--- src/rtl/register_file_if.sv ---
// Register file access bus: two combinational read ports, one write port.
interface register_file_if #(
  parameter int WIDTH = 32
);
  logic [4:0]       A1;
  logic [4:0]       A2;
  logic [4:0]       A3;
  logic             WE3;
  logic [WIDTH-1:0] WD3;
  logic [WIDTH-1:0] RD1;
  logic [WIDTH-1:0] RD2;

  modport master (output A1, A2, A3, WE3, WD3, input RD1, RD2);
  modport slave  (input A1, A2, A3, WE3, WD3, output RD1, RD2);
endinterface

--- src/rtl/register_file.sv ---
// 32 x WIDTH register file, 2 async read ports, 1 sync write port.
// x0 is hardwired to zero; optional same-cycle write-to-read forwarding.

// One storage register with write strobe and async clear.
module rf_reg #(
  parameter int WIDTH = 32
) (
  input  logic             clk,
  input  logic             reset_n,
  input  logic             i_we,
  input  logic [WIDTH-1:0] i_d,
  output logic [WIDTH-1:0] o_q
);
  logic [WIDTH-1:0] r_q;

  // Load on strobe; async clear dominates any pending write.
  always_ff @(posedge clk or negedge reset_n) begin
    if (!reset_n)  r_q <= '0;
    else if (i_we) r_q <= i_d;
  end

  assign o_q = r_q;
endmodule

module register_file #(
  parameter int WIDTH  = 32,
  parameter int BYPASS = 1
) (
  input  logic            clk,
  input  logic            reset_n,
  register_file_if.slave  bus
);
  localparam int NREG = 32;

  logic [NREG-1:0]            w_dec;
  logic [NREG-1:0]            w_we;
  logic [NREG-1:0][WIDTH-1:0] w_x;
  logic [WIDTH-1:0]           w_rd1;
  logic [WIDTH-1:0]           w_rd2;

  // One-hot decode of the write index, gated by WE3. Bit 0 is masked so
  // x0 never loads and synthesises to a constant zero.
  always_comb begin
    w_dec = '0;
    w_dec[bus.A3] = 1'b1;
    w_we  = w_dec & {NREG{bus.WE3}};
    w_we[0] = 1'b0;
  end

  genvar gi;
  generate
    for (gi = 0; gi < NREG; gi++) begin : g_reg
      rf_reg #(.WIDTH(WIDTH)) u_reg (
        .clk     (clk),
        .reset_n (reset_n),
        .i_we    (w_we[gi]),
        .i_d     (bus.WD3),
        .o_q     (w_x[gi])
      );
    end
  endgenerate

  // Read port 1: zero for x0 or in reset, forwarded write data when enabled.
  always_comb begin
    w_rd1 = '0;
    if (reset_n && bus.A1 != 5'd0) begin
      if (BYPASS != 0 && bus.WE3 && bus.A3 == bus.A1) w_rd1 = bus.WD3;
      else                                            w_rd1 = w_x[bus.A1];
    end
  end

  // Read port 2: same rules as port 1.
  always_comb begin
    w_rd2 = '0;
    if (reset_n && bus.A2 != 5'd0) begin
      if (BYPASS != 0 && bus.WE3 && bus.A3 == bus.A2) w_rd2 = bus.WD3;
      else                                            w_rd2 = w_x[bus.A2];
    end
  end

  assign bus.RD1 = w_rd1;
  assign bus.RD2 = w_rd2;
endmodule

--- src/flat_wrapper.sv ---
// flat-port wrapper written by rule: the top's interface ports become plain ports
module register_file_flat 
#(
  parameter int WIDTH  = 32,
  parameter int BYPASS = 1
)
  (clk, reset_n, bus_A1, bus_A2, bus_A3, bus_WE3, bus_WD3, bus_RD1, bus_RD2);
  register_file_if #(.WIDTH(WIDTH)) bus_i ();
  input  logic clk;
  input  logic reset_n;
  input wire logic [$bits(bus_i.A1)-1:0] bus_A1;
  input wire logic [$bits(bus_i.A2)-1:0] bus_A2;
  input wire logic [$bits(bus_i.A3)-1:0] bus_A3;
  input wire logic [$bits(bus_i.WE3)-1:0] bus_WE3;
  input wire logic [$bits(bus_i.WD3)-1:0] bus_WD3;
  output wire logic [$bits(bus_i.RD1)-1:0] bus_RD1;
  output wire logic [$bits(bus_i.RD2)-1:0] bus_RD2;
  assign bus_i.A1 = bus_A1;
  assign bus_i.A2 = bus_A2;
  assign bus_i.A3 = bus_A3;
  assign bus_i.WE3 = bus_WE3;
  assign bus_i.WD3 = bus_WD3;
  assign bus_RD1 = bus_i.RD1;
  assign bus_RD2 = bus_i.RD2;
  register_file #(.WIDTH(WIDTH), .BYPASS(BYPASS)) u_core (.clk(clk), .reset_n(reset_n), .bus(bus_i));
endmodule
--- config.mk ---
export PLATFORM = sky130hd
export DESIGN_NAME = register_file_flat
export DESIGN_NICKNAME = d
export VERILOG_FILES = /design/src/rtl/register_file_if.sv /design/src/rtl/register_file.sv /design/src/flat_wrapper.sv
export SDC_FILE = /design/constraint.sdc
export NUM_CORES = 2
export LEC_CHECK = 0
export ABC_AREA = 1
export ABC_CLOCK_PERIOD_IN_PS = 3700
export CAP_MARGIN = 15
export CORE_ASPECT_RATIO = 2
export CORE_MARGIN = 5
export CORE_UTILIZATION = 24
export DETAILED_ROUTE_END_ITERATION = 8
export MAX_ROUTING_LAYER = met4
export SLEW_MARGIN = 20
export SYNTH_ARGS = -nofsm -noshare
export SYNTH_HDL_FRONTEND = slang
export SYNTH_SLANG_ARGS = --single-unit
--- constraint.sdc ---
create_clock -name clk -period 3.7 [get_ports clk]
set_input_delay 0.925 -clock clk [delete_from_list [all_inputs] [get_ports clk]]
set_output_delay 0.925 -clock clk [all_outputs]
set_load 0.005 [all_outputs]
* Yosys cells after proc, flatten, opt, wreduce, memory -nomap -nowiden
Index checks and enable logic that the tools add are counted.
Storage, ports and cells: register bits after elaboration 992, output and inout bits 64, word-level logic and storage cells 55
Operators by class: $lt $le $gt $ge 4, equal/unequal tests 2, muxes and demuxes 10, bitwise logic cells 1, reductions and logical operators 7
Operators with widths (number):
- $bmux 32 s5 | 2
- $mux 32 | 6
- $and 32x32->32 | 1
- $lt 5x6->1 const B | 3
- $eq 5x5->1 | 2
- $reduce_bool 5->1 | 2
- $demux 1 s5 | 1
- $ge 5x1->1 const B | 1
- $logic_and 1x1->1 | 5
- $mux 1 | 1

* Depth between registers and ports, before layout
depth after elaboration 5, gate-level depth with buffers 13

* Modules after synthesis
A second synthesis with hierarchy kept.
Unflattened totals: cell total of the unflattened synthesis 10116, area, all modules 65646.7 sq um
Modules (own cells, without submodules):
- rf_reg | instances 32, cells each 136, area each 1292.5 sq um, seq. area each 800.8 sq um
- register_file | instances 1, cells each 5764, area each 24287.0 sq um, seq. area each 0.0 sq um

* Worst setup path after synthesis
OpenSTA, ideal clock, no wires.
path type input to output, start point input bus_A2[4], end point output bus_RD2[13], arrival 2.246 ns, data required time 2.775 ns, setup slack 0.529 ns, cell stages on the path 9, buffers on the path 2, cells stage by stage clkbuf_1 > clkinv_1 > nor2_1 > nor3_1 > nand3_1 > clkbuf_1 > nand3_1 > nand2_1 > inv_1
Between the ends: cells in the longest elaborated chain, start to end 4
Ends and longest elaborated chain:
- start, declared | RTL line flat_wrapper.sv:12 | input wire logic [$bits(bus_i.A2)-1:0] bus_A2;
- $bmux 32 s5 or $eq 5x5->1 (tied branches) | RTL line register_file.sv:77, register_file.sv:76
- $mux 32 (not written as such) or $logic_and 1x1->1 (tied branches) | RTL line register_file.sv:77, register_file.sv:76
- $mux 32 | RTL line register_file.sv:76 | if (BYPASS != 0 && bus.WE3 && bus.A3 == bus.A2) w_rd2 = bus.WD3;
- $mux 32 * | RTL line register_file.sv:75 | if (reset_n && bus.A2 != 5'd0) begin
- end, declared | RTL line flat_wrapper.sv:17 | output wire logic [$bits(bus_i.RD2)-1:0] bus_RD2;
Every way passes the cells marked *; elsewhere a longest branch is shown, timed or not. The select of a mux whose other input is x is not followed.

* Worst setup path after layout
start point input bus_A1[0], end point output bus_RD1[24]
Between the ends: cells in the longest elaborated chain, start to end 4
Ends and longest elaborated chain:
- start, declared | RTL line flat_wrapper.sv:11 | input wire logic [$bits(bus_i.A1)-1:0] bus_A1;
- $bmux 32 s5 or $eq 5x5->1 (tied branches) | RTL line register_file.sv:68, register_file.sv:67
- $mux 32 (not written as such) or $logic_and 1x1->1 (tied branches) | RTL line register_file.sv:68, register_file.sv:67
- $mux 32 | RTL line register_file.sv:67 | if (BYPASS != 0 && bus.WE3 && bus.A3 == bus.A1) w_rd1 = bus.WD3;
- $mux 32 * | RTL line register_file.sv:66 | if (reset_n && bus.A1 != 5'd0) begin
- end, declared | RTL line flat_wrapper.sv:16 | output wire logic [$bits(bus_i.RD1)-1:0] bus_RD1;
Marks and branches as above.

==> impl_metrics.toml <==
[power]
power.ir.vdd_worst_mv = 0.369
power_mw = 33.7
pwr_density_cell_mw_per_mm2 = 453
leakage_nw = 36.4

[cts]
cts.sinks = 992
tritoncts.num_buffers = 88
cts.clk_slew.worst_paths_ns = 0.07
h_tree_depth = 3
tritoncts_clock_tree = "yes"
cts_root_buf = "clkbuf_16"
clk_latency_ns = 0.70
cts-root-to-sink-buffers = 3

[critical_path]
endpoint_of_the_worst_register_to_register_path = "u_core.g_reg[21].u_reg.o_q[0]$_DFFE_PN0P_"
crit_path_end = "bus_RD1[24]"
critical_path.max_stage_delay_ns = 0.44
critical-path-top-delay-family = "buffers and inverters"
endpoint_kind = "primary output"
crit_cells = 13
timing.reg2reg.worst_path_depth = 2
reg2reg_from = "u_core.g_reg[21].u_reg.o_q[0]$_DFFE_PN0P_"
critical_path.cell_chain = "buf_16 -> clkinv_16 -> nor2_4 -> buf_12 -> buf_4 -> nand2_1 -> nand3_1 -> nand3_1 -> nand3_2 -> nand3_2 -> nand2_4 -> inv_1 -> clkdlybuf4s50_1"
crit_path_start = "bus_A1[0]"
critPathMaxFanout = 15
required_ns = 2.77
timing_worst_setup_path_type = "in2out"
cell_with_the_largest_stage_delay_on_the_worst_path = "clkdlybuf4s50_1"
worstSetupStartpointType = "input pin"
crit_buf_inv = 6
r2r_setup_slk_ns = 2.95
worst_ep_arrival_time_ns = 2.92

[sta]
finalSetupViolCount = 8
finalMaxSlewViolations = 0
post-route-min-period_ns = 3.85
setup_slack_ns = -0.148
layout_worst_path_cycle_share = 1.04
max-slew-margin-rel = 0.326
finalHoldWorstSlack_ns = 0.348
grt_setup_unrepaired = "yes"
setup_tns_ns = -0.559
hold_violations = 0
finClkSkew_ns = 0
max_slew.worst_pin.slew_ns = 1.01
fmaxAchievable_mhz = 260

[global_routing]
pin_count_of_the_biggest_net_entering_global_routing = 150
grt_pass1_wl_mm = 417
grt_use_total = 0.231
grt_overflow = 0
antenna_violations_before_repair = 30
grt_pass1_vias = 60414

[yosys]
synth.cells.most_frequent = "3,134 x nand2_1, 1,663 x nand3_1, 992 x dfrtp_1, 980 x o21ai_0, 911 x inv_1"
avgSynthCellArea_um2 = 6.60
mapped_area_mm2 = 0.0577
total_of_warnings_raised_by_yosys = 0
post-synth-top-area-cell = "dfrtp_1"
syn-instance-count = 8748
syn-num-nets = 8798
most_common_cell_in_the_netlist = "nand2_1"
ys_seq_area_frac = 0.430
ys_top_cells_by_area = "dfrtp_1 43%, nand2_1 20%, nand3_1 14%"
synth_largest_type_area_fraction = 0.430
top_ff_cell_synth = "dfrtp_1"
synthDistinctLibCells = 22
synth-edff-count = 0
synth.ff_latch_count = 992
async_flop_share = 1.00

[routing]
route.detailed.vias_per_inst = 5.12
detail-route-antenna-nets = 0
drt-initial-drc-count = 7502
firstDrtPassIters = 9
drt-wirelength-per-cell_um = 23.6
drt_drc_violations_left = 0
routed_wl_mm = 290
number_of_vias_in_the_routed_layout = 62985

[final_layout]
final_layout_size_suffix_gt1_frac = 0.143
final_cells = 12294
layout-area-overhead-vs-synth_pct = 28.9
largest_register_ffs = 992
final_core_utilization = 0.311
design_area_mm2 = 0.0744
finalNetCount = 9048

[hold_path]
hold_class = "in2async"

[floorplan]
num_rows = 254
effective_utilization_at_floorplan = 0.241
core_area_mm2 = 0.239
design.die.area_mm2 = 0.251
ios = 114
die_height_um = 704
die_width_um = 357

[flow_run]
timing.max_cap.violations = 0

[placed_design]
gpl.final_weighted_congestion = 0.919
dp.cells = 11982
dpl.hpwl_mm = 185
post_dp_cell_area_mm2 = 0.0673
port_buffers = 113
post-place-ws_ns = -0.756

[outcome]
failed_checks = "negative setup slack"
outcome = "complete, but fails checks"
-- cell type report --
cell class	instances	area (um2)
flip-flops and latches	992	24800
clock inverters	46	672
repair inverters	2	36.3
repair buffers	848	10200
fillers	25833	165000
inverters	926	3570
clock buffers	117	2560
diodes	23	57.6
multi-input cells	6140	28500
well taps	3200	4000
-- cells in the final DEF, fill, tap and decap left out, drive strengths merged, types with 10 or more instances in the layout --
| cell type | n |
|---|---|
| a21oi | 166 |
| nor3 | 16 |
| inv | 924 |
| nand3 | 1663 |
| diode | 23 |
| bufinv | 16 |
| buf | 749 |
| nand2 | 3134 |
| o21ai | 1024 |
| bufbuf | 12 |
| or2 | 12 |
| clkbuf | 143 |
| clkinv | 24 |
| dlygate4sd2 | 18 |
| clkdlybuf4s50 | 36 |
| clkinvlp | 10 |
| dfrtp | 992 |
| nor2 | 118 |
-- cells by family (layout without fill, tap and decap cells) --
| family | after synthesis | count (layout) | synth area share |
|---|---|---|---|
| flip-flops | 992 | 992 | 0.430 |
| other | 0 | 23 | 0 |
| AND/OR/NAND/NOR | 4946 | 4946 | 0.360 |
| AO/OA/AOI/OAI | 1193 | 1193 | 0.104 |
| XOR/XNOR | 1 | 1 | 0.000152 |
| buffers and inverters | 1616 | 1939 | 0.106 |
-- layer usage --
metal,global-route usage,wire (um),vias to the layer above
li1,-,-,28307
met1,0.256,102000,30071
met2,0.371,135000,3445
met3,0.0416,25700,1162
met4,0.176,27600,0
met5,-,0,-
-- worst min-delay path by stage --
stage | startpoint | endpoint | slack (ns) | depth (start not counted)
floorplan | u_core.g_reg[10].u_reg.o_q[0]$_DFFE_PN0P_ | u_core.g_reg[10].u_reg.o_q[0]$_DFFE_PN0P_ | 0.45 | 2
global placement | u_core.g_reg[12].u_reg.o_q[21]$_DFFE_PN0P_ | u_core.g_reg[12].u_reg.o_q[21]$_DFFE_PN0P_ | 0.47 | 2
detailed placement | u_core.g_reg[24].u_reg.o_q[18]$_DFFE_PN0P_ | u_core.g_reg[24].u_reg.o_q[18]$_DFFE_PN0P_ | 0.47 | 2
CTS | reset_n | u_core.g_reg[15].u_reg.o_q[22]$_DFFE_PN0P_ | 0.39 | 2
global route | reset_n | u_core.g_reg[4].u_reg.o_q[22]$_DFFE_PN0P_ | 0.40 | 2
finish | reset_n | u_core.g_reg[15].u_reg.o_q[22]$_DFFE_PN0P_ | 0.35 | 2
-- timing repair --
item	in CTS	in global routing
gates cloned	27	3
buffers inserted	87	26
hold buffers	0	0
hold endpoints to repair	0	0
pin swaps	71	56
gates resized for setup	511	182
endpoints found under the setup margin	64	50
-- where the power goes --
group / internal [mW] / switching, mW
Sequential: 12.9 / 1.25
Combinational: 3.29 / 5.52
Clock: 6.00 / 4.69
No activity file was read; power rests on OpenSTA's default activity.
